### src/rtl/keccak_masked_pkg.sv
// -----------------------------------------------------------------------------
// keccak_masked_pkg
// Shared definitions for the masked Keccak datapath:
//   - lane enumeration (A..E) and lane-offset arithmetic within a 5-bit row
//   - share bookkeeping for order-d masking: pair count, pair index,
//     share-sum index (i+j) mod (d+1), and fresh-randomness width per row
// No ports (package).
// -----------------------------------------------------------------------------
package keccak_masked_pkg;

    typedef enum logic [2:0] {
        LANE_A = 3'd0,
        LANE_B = 3'd1,
        LANE_C = 3'd2,
        LANE_D = 3'd3,
        LANE_E = 3'd4
    } lane_e;

    localparam int NUM_LANES = 5;

    // Number of unordered share pairs (i<j) at order d.
    function automatic int pair_count(input int d);
        return (d * (d + 1)) / 2;
    endfunction

    // Fresh random bits needed per 5-bit row.
    function automatic int rand_bits(input int d);
        return NUM_LANES * pair_count(d);
    endfunction

    // Dense index of the unordered pair (i,j); caller guarantees i < j.
    function automatic int pair_index(input int i, input int j);
        return i + (j * (j - 1)) / 2;
    endfunction

    // Share selected for the linear term of expansion pair (i,j).
    function automatic int share_sum(input int i, input int j, input int d);
        return (i + j) % (d + 1);
    endfunction

    // Lane reached by stepping 'off' lanes forward, wrapping mod 5.
    function automatic int lane_offset(input lane_e lane, input int off);
        return (int'(lane) + off) % NUM_LANES;
    endfunction

endpackage

### src/rtl/keccak_and_xor.sv
// -----------------------------------------------------------------------------
// keccak_and_xor
// Single-bit masked AND-XOR cell used for the chi share expansion:
//   q = ((a ^ INV_A) & b) ^ lin ^ mask
// INV_A is set only on share 0 of the inverted operand, which is how a
// masked NOT is applied (inverting one share inverts the shared value).
// Ports:
//   a    - share of the inverted chi operand (x[k+1])
//   b    - share of the plain chi operand (x[k+2])
//   lin  - linear share of x[k] (or 0 where the pair carries no linear term)
//   mask - fresh mask bit for this share pair (0 on the diagonal)
//   q    - expanded output share
// -----------------------------------------------------------------------------
module keccak_and_xor #(
    parameter logic INV_A = 1'b0
) (
    input  logic a,
    input  logic b,
    input  logic lin,
    input  logic mask,
    output logic q
);

    assign q = ((a ^ INV_A) & b) ^ lin ^ mask;

endmodule

### src/rtl/keccak_chi_compress.sv
// -----------------------------------------------------------------------------
// keccak_chi_compress
// Compresses one lane's (d+1)^2 expanded shares back to d+1 shares:
//   shares[i] = XOR over j of exp_shares[i*(d+1)+j]
// Purely combinational; its input must come straight from a register so that
// the expansion glitches never reach this XOR tree.
// Ports:
//   exp_shares - registered expanded shares of one lane, index i*(D+1)+j
//   shares     - compressed output shares of the lane
// -----------------------------------------------------------------------------
module keccak_chi_compress #(
    parameter int D = 3
) (
    input  logic [(D+1)*(D+1)-1:0] exp_shares,
    output logic [D:0]             shares
);

    always_comb begin
        // NOTE: assigning a default before the loops means every bit is
        // written on every pass, so no latch can be inferred; blocking '=' is
        // correct here because the accumulation reads its own partial result.
        shares = '0;
        for (int i = 0; i <= D; i++) begin
            for (int j = 0; j <= D; j++) begin
                shares[i] = shares[i] ^ exp_shares[i*(D+1)+j];
            end
        end
    end

endmodule

### src/rtl/keccak_chi_pipe.sv
// -----------------------------------------------------------------------------
// keccak_chi_pipe
// Two-stage pipelined, masked Keccak chi layer at security order D over ROWS
// independent 5-bit rows.
//   Stage 1: low-latency share expansion, (D+1)^2 shares per lane, refreshed
//            with fresh masks and registered in s1_q.
//   Stage 2: XOR compression back to D+1 shares per lane, registered in s2_q,
//            which drives out_data directly.
// Latency 2 cycles, throughput 1 transaction/cycle, valid/ready on both sides.
// Ports:
//   clk, rst   - clock; asynchronous active-high reset
//   in_valid   - input transaction valid
//   in_ready   - block accepts input this cycle (depends on out_ready only)
//   in_data    - shared input, bit (row*5+lane)*(D+1)+share, lane 0..4 = a..e
//   in_rand    - fresh masks, row r uses [r*RW +: RW]; sampled on acceptance
//   flush      - synchronous clear of both stages; concurrent input dropped
//   out_valid  - output transaction valid
//   out_ready  - downstream accepts output
//   out_data   - shared chi result, same packing as in_data
// -----------------------------------------------------------------------------
module keccak_chi_pipe
    import keccak_masked_pkg::*;
#(
    parameter int D    = 3,
    parameter int ROWS = 1
) (
    input  logic                              clk,
    input  logic                              rst,
    input  logic                              in_valid,
    output logic                              in_ready,
    input  logic [ROWS*NUM_LANES*(D+1)-1:0]   in_data,
    input  logic [ROWS*rand_bits(D)-1:0]      in_rand,
    input  logic                              flush,
    output logic                              out_valid,
    input  logic                              out_ready,
    output logic [ROWS*NUM_LANES*(D+1)-1:0]   out_data
);

    localparam int NS     = D + 1;
    localparam int NP     = pair_count(D);
    localparam int RW     = rand_bits(D);
    localparam int LANE_W = ROWS * NUM_LANES;
    localparam int EXP_W  = LANE_W * NS * NS;
    localparam int DATA_W = LANE_W * NS;

    logic [EXP_W-1:0]  exp_d;
    logic [EXP_W-1:0]  s1_q;
    logic              s1_v;
    logic [DATA_W-1:0] cmp_d;
    logic [DATA_W-1:0] s2_q;
    logic              s2_v;
    logic              s2_load;
    logic              accept;

    // ------------------------------------------------------------------
    // Share expansion: for lane k and share pair (i,j)
    //   x'(i,j) = ~x[k+1]_i & x[k+2]_j ^ lin(i,j) ^ fm[k][i][j]
    // The linear share of x[k] is folded in exactly once per share, in column
    // j == 0 where share_sum(i,0) == i. Putting it into every pair would XOR
    // each share D+1 times and cancel it whenever D+1 is even.
    // Masks are symmetric with a zero diagonal, so they vanish in the total.
    // ------------------------------------------------------------------
    for (genvar r = 0; r < ROWS; r++) begin : g_row
        for (genvar k = 0; k < NUM_LANES; k++) begin : g_lane
            localparam int LA = r*NUM_LANES + k;
            localparam int LB = r*NUM_LANES + lane_offset(lane_e'(k), 1);
            localparam int LC = r*NUM_LANES + lane_offset(lane_e'(k), 2);
            localparam int MB = r*RW + k*NP;

            for (genvar i = 0; i < NS; i++) begin : g_i
                for (genvar j = 0; j < NS; j++) begin : g_j
                    logic lin_bit;
                    logic mask_bit;

                    if (j == 0) begin : g_lin
                        assign lin_bit = in_data[LA*NS + share_sum(i, j, D)];
                    end else begin : g_nolin
                        assign lin_bit = 1'b0;
                    end

                    if (i == j) begin : g_diag
                        assign mask_bit = 1'b0;
                    end else if (i < j) begin : g_upper
                        assign mask_bit = in_rand[MB + pair_index(i, j)];
                    end else begin : g_lower
                        assign mask_bit = in_rand[MB + pair_index(j, i)];
                    end

                    keccak_and_xor #(
                        .INV_A ((i == 0) ? 1'b1 : 1'b0)
                    ) u_and_xor (
                        .a    (in_data[LB*NS + i]),
                        .b    (in_data[LC*NS + j]),
                        .lin  (lin_bit),
                        .mask (mask_bit),
                        .q    (exp_d[(LA*NS + i)*NS + j])
                    );
                end
            end
        end
    end

    // ------------------------------------------------------------------
    // Compression, fed only from the stage-1 register.
    // ------------------------------------------------------------------
    for (genvar l = 0; l < LANE_W; l++) begin : g_cmp
        keccak_chi_compress #(
            .D (D)
        ) u_compress (
            .exp_shares (s1_q[l*NS*NS +: NS*NS]),
            .shares     (cmp_d[l*NS +: NS])
        );
    end

    // ------------------------------------------------------------------
    // Flow control. in_ready depends on state and out_ready only.
    // When in_ready is high, stage 1 is either empty or moving into stage 2,
    // so its next valid is simply whether an input is accepted.
    // ------------------------------------------------------------------
    assign s2_load  = !s2_v || out_ready;
    assign in_ready = !s1_v || s2_load;
    assign accept   = in_valid && in_ready;

    always_ff @(posedge clk or posedge rst) begin
        if (rst) begin
            // NOTE: the wide data registers are cleared too, so out_data reads
            // zero during reset and no stale shares survive a mid-run reset;
            // non-blocking '<=' keeps every stage reading pre-edge values.
            s1_v <= 1'b0;
            s1_q <= '0;
            s2_v <= 1'b0;
            s2_q <= '0;
        end else if (flush) begin
            s1_v <= 1'b0;
            s2_v <= 1'b0;
        end else begin
            if (s2_load) begin
                s2_v <= s1_v;
                if (s1_v) begin
                    s2_q <= cmp_d;
                end
            end
            if (in_ready) begin
                s1_v <= accept;
                if (accept) begin
                    s1_q <= exp_d;
                end
            end
        end
    end

    assign out_valid = s2_v;
    assign out_data  = s2_q;

endmodule

### config.mk
export PLATFORM = sky130hd
export DESIGN_NAME = keccak_chi_pipe
export DESIGN_NICKNAME = d
export VERILOG_FILES = /design/src/rtl/keccak_masked_pkg.sv /design/src/rtl/keccak_and_xor.sv /design/src/rtl/keccak_chi_compress.sv /design/src/rtl/keccak_chi_pipe.sv
export SDC_FILE = /design/constraint.sdc
export NUM_CORES = 1
export LEC_CHECK = 0
export BUFFER_PORTS_ARGS = -buffer_cell sky130_fd_sc_hd__buf_2
export CAP_MARGIN = 40
export CORE_MARGIN = 3
export CORE_UTILIZATION = 32
export CTS_CLUSTER_DIAMETER = 200
export CTS_CLUSTER_SIZE = 10
export DETAILED_ROUTE_END_ITERATION = 8
export SYNTH_ARGS = -nofsm -noshare
export SYNTH_HDL_FRONTEND = slang
export SYNTH_SLANG_ARGS = --single-unit
### constraint.sdc
create_clock -name clk -period 7.45 [get_ports clk]
set_input_delay 0.3725 -clock clk [delete_from_list [all_inputs] [get_ports clk]]
set_output_delay 0.3725 -clock clk [all_outputs]
set_load 0.005 [all_outputs]
; Yosys cells after proc, flatten, opt, wreduce, memory -nomap -nowiden
; Cells that the tools add are included.
[word_totals]
ff_bits = 102
input_bits = 55
out_inout_bits = 22
wordCells = 243
[op_classes]
muxes = 4
n_bitwise = 226
reduce_logical = 9
[ops]
columns = operator, count
row1 = $xor A1 B1 Y1, 140
row2 = $and A1 B1 Y1, 80
row3 = $not A1 Y1, 6
row4 = $reduce_and A3 Y1, 2
row5 = $mux W1, 4
row6 = $reduce_bool A2 Y1, 2
row7 = $logic_not A1 Y1, 2
row8 = $logic_or A1 B1 Y1, 2
row9 = $logic_and A1 B1 Y1, 1

; Logic depth before layout (Yosys ltp)
; Gate-level depths: netlist (run 1).
[logic_depth]
word_depth = 6
depth_mapped = 5
depth_no_buf = 3

; By module
; From an unflattened synthesis (run 1), not the netlist that was laid out.
[unflattened]
hier_cells = 523
area_unflattened_um2 = 6219.7
[by_module_without_submodules]
columns = module, n_inst, cells_per_inst, area_each_um2, seq_area_each_um2
row1 = keccak_chi_pipe, 1, 223, 3942.5, 2552.4
row2 = keccak_and_xor (g_row[0].g_lane[0].g_i[1].g_j[0].u_and_xor ...), 60, 3, 21.3, 0.0
row3 = keccak_chi_compress, 5, 12, 105.1, 0.0
row4 = keccak_and_xor (g_row[0].g_lane[0].g_i[0].g_j[0].u_and_xor ...), 20, 3, 23.8, 0.0

; Worst setup path after synthesis (run 1)
; Ideal clock, no wire load.
[synth_path]
path_kind = flip-flop to flip-flop
start = register s2_v, in the netlist out_valid
end = register s2_q[0], in the netlist out_data[0]
setup_ns = 0.125
arrival_time_ns = 1.302
required_ns = 7.325
setup_slack_ns = 6.023
path_stages_with_launch = 5
path_buffers = 1
period_less_slack_ns = 1.427
cell_sequence = dfrtp_1 and2b_4 nor3b_2 buf_6 mux2_4
[synth_via]
elab_chain_cells = 3
[synth_rtl]
columns = item, line
row1 = "start, declared", keccak_chi_pipe.sv:51  ; logic s2_v;
row2 = "start signal, assigned", keccak_chi_pipe.sv:138  ; s2_v <= s1_v;
row3 = $logic_not A1 Y1, keccak_chi_pipe.sv:120  ; assign s2_load = !s2_v || out_ready;
row4 = $logic_or A1 B1 Y1, keccak_chi_pipe.sv:120
row5 = $reduce_and A3 Y1 (no line), -
row6 = "end signal, assigned", keccak_chi_pipe.sv:140  ; s2_q <= cmp_d;
row7 = "end, declared", keccak_chi_pipe.sv:50  ; logic [DATA_W-1:0] s2_q;
; No other way between the ends.
; A chain may end at the register's enable or synchronous reset.

; Final worst setup path (run 1)
[layout_path]
start = register s1_v
end = register s1_q[14]
[layout_via]
elab_chain_cells = 4
[layout_rtl]
columns = item, line
row1 = "start, declared", keccak_chi_pipe.sv:48  ; logic s1_v;
row2 = "start signal, assigned", keccak_chi_pipe.sv:144  ; s1_v <= accept;
row3 = $logic_not A1 Y1 *, keccak_chi_pipe.sv:121  ; assign in_ready = !s1_v || s2_load;
row4 = $logic_or A1 B1 Y1 *, keccak_chi_pipe.sv:121
row5 = $logic_and A1 B1 Y1, keccak_chi_pipe.sv:122  ; assign accept = in_valid && in_ready;
row6 = $reduce_and A3 Y1 (no line) *, -
row7 = "end signal, assigned", keccak_chi_pipe.sv:146  ; s1_q <= exp_d;
row8 = "end, declared", keccak_chi_pipe.sv:47  ; logic [EXP_W-1:0] s1_q;
; Every way passes the cells marked *; elsewhere a longest branch is shown, timed or not.

==> impl_results.md, run 1 <==
* Layout cells sized above 1 at 34.38%
* Clk pin slew, worst setup/hold paths at 70 ps
* DRC at 0
* Post-Syn Area per Cell at 12.53 sq um
* Hold depth at 2
* IO buf count at 76
* Crit-path max cell delay at 530 ps
* Pre-CTS WS at 5091 ps
* DR iter-0 viols at 133
* Critical path depth at 5
* Mapped Area at 0.005978 sq mm
* RSZ-0062 raised after global routing: false
* Root Buffer: clkbuf_16
* CP most frequent cell: nand3b_4
* RePlAce Congestion at 0.7354
* FMAX at 444.5 MHz
* Worst setup path start: s1_v$_DFFE_PP0P_
* YS warnings at 0
* Via Count at 3394
* Post-synth top flop: dfrtp_1
* Grt ovf at 0
* Vias per cell at 4.385
* Number of global-route vias before repair at 3760
* Final Util at 37.16%
* Synthesized flop and latch total at 102
* Final Cycle Share at 30.20%
* Initial cell density of the core at 32.94%
* Clock Sinks at 102
* Post-Synthesis Cells at 477
* CTS tree: done
* CTS HTree Levels at 3
* Seq/Total Area, Yosys at 42.70%
* Largest net degree at the start of global routing at 44
* Clk_skew at 6.178 ps
* Chip height at 142.7 um
* Setup CP Type: flop to flop
* Worst Tran Pin Value at 584.2 ps
* DRT antenna net count at 0
* Type of origin of the critical path: flop
* Post-CTS setup buffers at 0
* Syn_nets at 532
* Cell Pwr Density at 275.2 mW/mm^2
* Top cell type by total area after synthesis: dfrtp_1
* Final HPWL DP at 9122 um
* Hold Crit Class: input port to flop
* Post-CTS sizing at 0
* Final WS setup at 5200 ps
* Hold Startpoint: flush
* Reg2reg path depth at 5
* Tot GR Track Use at 13.10%
* Slew margin rel. at 61.05%
* Number of buffers created by CTS at 9
* Drt pass-1 iters at 4
* LEAKAGE at 3.219 nW
* Crit path time final at 2250 ps
* Distinct cells, synth at 17
* # IOs at 77
* Yosys top cell area share at 42.70%
* CP Data Required Time at 7680 ps
* CP Buf/Inv Count at 2
* Worst Setup End Kind: flop
* First-pass GRT wire length at 20620 um
* Top Family by Delay on Critical Path: buffers and inverters
* CP Max Fanout at 32
* Post-layout net count at 594
* Peak VDD IR at 0.1199 mV
* Clk buf depth at 2
* Final Max Slew Viols at 0
* Placement Rows at 49
* Outcome: finished, final reports clean
* Skew-Pair Late Insertion Delay at 350 ps
* Initial antenna violation count at 2
* Count of final hold-check violations at 0
* Routed WL at 12800 um
* Arrival @ worst endpoint at 2480 ps
* Syn-to-layout area delta at 12.79%
* Number of synthesized flops with an enable pin at 0
* Worst path slowest cell: buf_4
* Core area at 0.01815 sq mm
* Crit-path cells: nand3b_4 -> nand3b_4 -> buf_4 -> buf_12 -> mux2_4
* FF-to-FF Start: s1_v$_DFFE_PP0P_
* Wire per inst at 16.53 um
* Most numerous cell in the Yosys netlist: xnor2_1
* Setup violators final at 0
* Maxcap violations at 0
* Post-synth ARST share at 100.0%
* Most frequent cells after synthesis: 105 x xnor2_1, 102 x dfrtp_1, 85 x mux2_4, 60 x nand2_1, 35 x xor2_1
* DIE AREA at 0.02036 sq mm
* Setup TNS at 0 ps
* Power after layout at 1.855 mW
* Die width at 142.7 um
* Most area-consuming cells after synthesis: dfrtp_1 43%, mux2_4 21%, xnor2_1 15%, xor2_1 5.1%, nand2_1 3.8%
[cell type report]
class	count	area, sq um
Multi-Input combinational cell	327	3084
Fill cell	1793	11400
Tap cell	229	286.5
Clock buffer	9	225.2
Inverter	17	66.31
Clock inverter	7	65.06
Antenna cell	1	2.502
Timing Repair Buffer	82	460.4
Sequential cell	102	2552
[layout by cell type, fill, tap and decap left out]
| cell type | n |
|---|---|
| xnor2_1 | 105 |
| dfrtp_1 | 102 |
| mux2_4 | 85 |
| buf_2 | 76 |
| nand2_1 | 60 |
| xor2_1 | 35 |
| nand2b_1 | 20 |
| inv_1 | 16 |
| mux2i_1 | 15 |
| clkbuf_16 | 9 |
| clkinv_2 | 4 |
| buf_4 | 3 |
| nand3b_4 | 2 |
| nor2_1 | 2 |
| clkinvlp_4 | 2 |
| diode_2 | 1 |
| and2b_4 | 1 |
| nor3b_4 | 1 |
| inv_4 | 1 |
| a21oi_1 | 1 |
| bufinv_16 | 1 |
| dlygate4sd3_1 | 1 |
| buf_12 | 1 |
| buf_16 | 1 |
[repair_timing]
item | 4_1_cts | 5_1_grt
hold buffers | 1 | 0
setup endpoints to repair | 0 | 0
hold endpoints to repair | 17 | 0
[routing by layer]
metal  GRT usage, %  vias up  share of wire (%)
li1               -     1625                  -
met1          16.93     1694                 46
met2          20.77       53                 47
met3          3.550       20                4.7
met4          5.453        2                1.9
met5              0        -               0.10
[power breakdown]
group          switching [mW]  internal (mW)  leakage [nW]
clock network           0.214          0.258         0.141
registers              0.0950          0.697          1.22
logic                   0.219          0.372          1.86
total                   0.528           1.33          3.22
[sequential cells by signal (all words and copies together) (netlist names)]
name,count
s1_q,80
out_data,20
s1_v,1
out_valid,1
[stage by stage]
| stage | hold slack (ps) | std cells | cell area (sq um) |
|---|---|---|---|
| 2_1_floorplan | 435.6 | 477 | 5978 |
| 3_3_place_gp | 318.8 | 754 | 6392 |
| 3_5_place_dp | 326.9 | 756 | 6440 |
| 5_1_grt | 246.9 | 774 | 6743 |
| 4_1_cts | 225.7 | 773 | 6740 |
| 6_report | 246.2 | 774 | 6743 |
[kinds of logic (layout without fill, tap and decap cells)]
| logic type | count (synthesis) | in the layout | share of synthesized area, % |
|---|---|---|---|
| flip-flops | 102 | 102 | 42.70 |
| buffers and inverters | 48 | 115 | 5.818 |
| XOR/XNOR | 140 | 140 | 20.51 |
| other | 0 | 1 | 0 |
| AO/OA/AOI/OAI | 1 | 1 | 0.08364 |
| AND/OR/NAND/NOR | 86 | 86 | 7.032 |
| multiplexers | 100 | 100 | 23.86 |
[final timing paths]
path / end / slack (ps)
worst max-delay path: s1_q[14]$_DFFE_PP0P_ / 5200
worst min-delay path: s1_v$_DFFE_PP0P_ / 250
worst max register to register: s1_q[14]$_DFFE_PP0P_ / 5200
worst min register to register: out_data[7]$_DFFE_PP0P_ / 510
max in group asynchronous: s1_q[77]$_DFFE_PP0P_ / 5880
min in group asynchronous: out_data[5]$_DFFE_PP0P_ / 490
Power figures use the tool's default switching activity.
==> run 2, diff against run 1 <==
clock period = 2 ns   (was 7.45 ns; I/O delays follow)
==> impl_results.md, run 2 (same netlist as run 1, synthesis figures left out) <==
* Core area at 0.01815 sq mm
* Final Cycle Share at 79.23%
* Tot GR Track Use at 13.37%
* Arrival @ worst endpoint at 1820 ps
* Pre-CTS WS at 407.2 ps
* Cells after DPL at 756
* Skew-Pair Late Insertion Delay at 350 ps
* Worst Tran Pin Value at 568.9 ps
* Hold depth at 3
* Post-CTS setup buffers at 0
* Internal power at 4.800 mW
* Hold Crit Class: input port to flop
* Grt ovf at 0
* FF-to-FF End: s1_q[2]$_DFFE_PP0P_
* Clock Sinks at 102
* Slew margin rel. at 62.07%
* Die width at 142.7 um
* Largest net degree at the start of global routing at 103
* Number of global-route vias before repair at 3869
* RSZ-0062 raised after global routing: false
* Syn-to-layout area delta at 12.26%
* Top Family by Delay on Critical Path: flip-flops
* Chip height at 142.7 um
* Reg2reg path depth at 4
* Number of buffers created by CTS at 9
* Final Max Slew Viols at 0
* RePlAce Congestion at 0.7383
* Clk buf depth at 2
* Maxcap violations at 0
* Switching Fraction at 28.24%
* Crit-path max cell delay at 430 ps
* Most frequent cells in the layout: 105 x xnor2_1, 102 x dfrtp_1, 85 x mux2_4
* CP most frequent cell: nand3b_4
* Initial cell density of the core at 32.94%
* Count of final hold-check violations at 0
* Clock network power share at 23.0%
* Peak VDD IR at 0.4077 mV
* Layout cells sized above 1 at 33.33%
* Setup CP Type: flop to flop
* Largest register by flop count: s1_q
* # IOs at 77
* Hold Startpoint: in_valid
* Worst Setup End Kind: flop
* Post-CTS sizing at 0
* Vias per cell at 4.403
* CP Max Fanout at 15
* DRC at 0
* LEAKAGE at 3.197 nW
* FMAX at 631.0 MHz
* Drt pass-1 iters at 4
* Crit-path cells: nand3b_4 -> nand3b_4 -> buf_4 -> mux2_4
* IO buf count at 76
* WHS Endpoint: s1_v$_DFFE_PP0P_
* Worst path slowest cell: dfrtp_1
* Max FFs per register at 80
* Post-layout net count at 595
* R2R Setup Slk at 420 ps
* Fill cells at 1785
* Final cell count without fillers at 769
* NetSw at 1.889 mW
* Crit path time final at 1585 ps
* Initial antenna violation count at 0
* Clk pin slew, worst setup/hold paths at 60 ps
* Type of origin of the critical path: flop
* CP Buf/Inv Count at 1
* Most common cell after layout, fill and taps aside: xnor2_1
* DIE AREA at 0.02036 sq mm
* Routed WL at 12720 um
* CTS HTree Levels at 3
* First-pass GRT wire length at 21090 um
* DRT antenna net count at 0
* Flop pwr share at 44.1%
* Root Buffer: clkbuf_16
* Via Count at 3386
* Outcome: finished, final reports clean
* Diodes inserted at 0
* Setup TNS at 0 ps
* Wire per inst at 16.54 um
* Cell Pwr Density at 996.6 mW/mm^2
* Setup violators final at 0
* Final WS setup at 415.3 ps
* CTS tree: done
* Logic pwr share at 32.9%
* FF-to-FF Start: s1_v$_DFFE_PP0P_
* DR iter-0 viols at 202
* Final HPWL DP at 8983 um
* Placement Rows at 49
* Final Util at 36.98%
* CTS Hold Bufs at 2
* Clk_skew at 3.666 ps
* CP Data Required Time at 2230 ps
-- run 2: layer usage --
metal  GRT usage [%]  part of all wire (%)  up-vias
met5               0                     0        -
met4           5.303                   2.0        0
met3           3.048                   4.2       17
met2           22.13                    49       53
met1           16.97                    45     1688
li1                -                     -     1628
-- run 2: worst register-to-register path: stages, from the launching register on --
cell and delay (ps):
dfrtp_1 430, nand3b_4 120, nand3b_4 280, buf_4 330, mux2_4 310
-- run 2: area by class of cell --
cell class,count,area [sq um],area share (%)
Sequential cell,102,2552,38.03
Timing Repair Buffer,83,488.0,7.271
Clock buffer,11,232.7,3.468
Inverter,17,67.56,1.007
Tap cell,229,286.5,4.269
Multi-Input combinational cell,327,3084,45.95
-- run 2: power groups by stage --
stage | sequential (mW) | clock (mW) | combinational (mW)
final | 2.95 | 1.54 | 2.20
after global routing | 3.03 | 1.66 | 2.41
after CTS | 2.96 | 1.61 | 2.25
after detailed placement | 2.99 | 0 | 2.23
after global placement | 2.98 | 0 | 2.20
after floorplan | 2.94 | 0 | 1.71
-- run 2: worst max-delay path by stage --
stage,cells after the start,startpoint,endpoint,slack [ps]
after floorplan,4,out_valid$_DFFE_PP0P_,out_data[0]$_DFFE_PP0P_,570
after global placement,4,s1_v$_DFFE_PP0P_,s1_q[13]$_DFFE_PP0P_,450
after detailed placement,4,s1_v$_DFFE_PP0P_,s1_q[7]$_DFFE_PP0P_,410
after CTS,4,s1_v$_DFFE_PP0P_,s1_q[13]$_DFFE_PP0P_,400
after global routing,4,s1_v$_DFFE_PP0P_,s1_q[3]$_DFFE_PP0P_,360
final,4,s1_v$_DFFE_PP0P_,s1_q[2]$_DFFE_PP0P_,420
-- run 2: per-stage QoR --
stage          total power [mW]  cell area [sq um]  hold slack (ps)
2_1_floorplan             4.644               5982            163.1
3_5_place_dp              5.221               6459            314.6
3_3_place_gp              5.182               6459            308.6
6_report                  6.689               6711            27.84
4_1_cts                   6.817               6711            16.01
5_1_grt                   7.098               6711            20.80
==> run 3, diff against run 2 <==
clock period = 1.5 ns   (was 2 ns; I/O delays follow)
==> impl_results.md, run 3 (same netlist as run 1, synthesis figures left out) <==
* # IOs at 77
* DRT antenna net count at 0
* Core area at 0.01815 sq mm
* Arrival @ worst endpoint at 1740 ps
* FF-to-FF End: s1_q[25]$_DFFE_PP0P_
* Final WS setup at -16.60 ps
* Vias per cell at 4.434
* Routed WL at 13430 um
* Initial cell density of the core at 32.94%
* RSZ-0062 raised after global routing: true
* Count of final hold-check violations at 0
* Tot GR Track Use at 13.93%
* Cells after DPL at 761
* Max FFs per register at 80
* Cell Pwr Density at 1318 mW/mm^2
* Number of buffers created by CTS at 9
* First-pass GRT wire length at 21620 um
* Die width at 142.7 um
* DIE AREA at 0.02036 sq mm
* CTS tree: done
* Clock Sinks at 102
* Syn-to-layout area delta at 16.32%
* Peak VDD IR at 0.5620 mV
* Failing checks: setup timing
* CP Max Fanout at 23
* Worst Setup End Kind: flop
* Most frequent cells in the layout: 105 x xnor2_1, 102 x dfrtp_1, 85 x mux2_4
* WHS at 91.79 ps
* Number of global-route vias before repair at 3824
* IO buf count at 76
* NetSw at 2.558 mW
* Largest net degree at the start of global routing at 29
* Logic pwr share at 32.4%
* DR iter-0 viols at 163
* Power after layout at 9.163 mW
* FF-to-FF Start: out_valid$_DFFE_PP0P_
* Final Cycle Share at 101.1%
* Clk_skew at 4.036 ps
* Maxcap violations at 0
* Crit path to: s1_q[25]$_DFFE_PP0P_
* Chip height at 142.7 um
* Wire per inst at 17.10 um
* LEAKAGE at 3.323 nW
* Switching Fraction at 27.92%
* Drt pass-1 iters at 4
* Internal power at 6.605 mW
* Clock network power share at 24.1%
* Skew-Pair Late Insertion Delay at 340 ps
* Crit path time final at 1517 ps
* Post-layout net count at 608
* Hold Crit Class: input port to flop
* Setup violators final at 27
* Worst Tran Pin Value at 580.3 ps
* Final Max Slew Viols at 0
* Diodes inserted at 0
* Via Count at 3481
* Setup TNS at -209.4 ps
* Type of origin of the critical path: flop
* Flop pwr share at 43.5%
* Outcome: complete, but fails checks
* Largest register by flop count: s1_q
* FMAX at 659.4 MHz
* Most common cell after layout, fill and taps aside: xnor2_1
* Initial antenna violation count at 0
* Grt ovf at 0
* Clk buf depth at 2
* Reg2reg path depth at 5
* Hold depth at 3
* CTS HTree Levels at 3
* R2R Setup Slk at -20 ps
* Slew margin rel. at 61.23%
* Clk pin slew, worst setup/hold paths at 60 ps
* Layout cells sized above 1 at 35.25%
* Root Buffer: clkbuf_16
* DRC at 0
* Placement Rows at 49
* RePlAce Congestion at 0.7806
* Setup CP Type: flop to flop
* CP Data Required Time at 1730 ps
* Final HPWL DP at 9488 um
* Final cell count without fillers at 785
* Worst setup path start: out_valid$_DFFE_PP0P_
* Hold Startpoint: in_data[14]
==> run 3: power groups by stage <==
| stage | sequential (mW) | clock, mW | combinational [mW] |
|---|---|---|---|
| 5_1_grt | 4.08 | 2.39 | 3.27 |
| 3_5_place_dp | 4.02 | 0 | 2.98 |
| 6_report | 3.98 | 2.21 | 2.97 |
| 2_1_floorplan | 3.92 | 0 | 2.28 |
| 4_1_cts | 3.99 | 2.28 | 3.01 |
| 3_3_place_gp | 4.02 | 0 | 2.91 |
==> run 3: worst min path at each step <==
stage	end	slack (ps)
after floorplan	s1_v$_DFFE_PP0P_	140
after CTS	s1_q[5]$_DFFE_PP0P_	70
after global placement	out_data[3]$_DFFE_PP0P_	170
after detailed placement	out_data[3]$_DFFE_PP0P_	170
final	s1_q[42]$_DFFE_PP0P_	90
after global routing	s1_q[47]$_DFFE_PP0P_	100
==> run 3: final cells by class <==
class | instances | area, sq um
fillers | 1764 | 11190
multi-input cells | 327 | 3084
flip-flops and latches | 102 | 2552
repair buffers | 96 | 688.2
well taps | 229 | 286.5
clock buffers | 13 | 270.3
inverters | 17 | 67.56
clock inverters | 1 | 5.005
==> run 3: critical path, stage by stage (launching register included) <==
cell and delay [ps]:
dfrtp_1 390, buf_4 150, nand3b_4 90, nand3b_4 200
buf_12 250, mux2_4 310
==> run 3: what timing repair did <==
item	4_1_cts	5_1_grt
setup buffers	3	2
hold buffers	3	0
endpoints found under the hold margin	19	0
pin swaps	1	2
gates resized for setup	1	7
cloned	1	2
setup endpoints to repair	20	46
==> run 3: through the flow <==
step	utilization, %	setup slack (ps)	cell area (sq um)
2_1_floorplan	-	72.86	5982
3_3_place_gp	36.00	31.18	6534
3_5_place_dp	36.00	-10.24	6534
4_1_cts	37.96	-1.759	6889
5_1_grt	38.32	-70.89	6954
6_report	38.32	-16.60	6954
==> run 3: routing by layer <==
layer	vias to the layer above	part of all wire, %	global-route usage, %
met5	-	0	0
met4	0	1.2	4.102
met3	11	5.4	3.248
met2	73	49	22.97
met1	1740	44	18.31
li1	1657	-	-
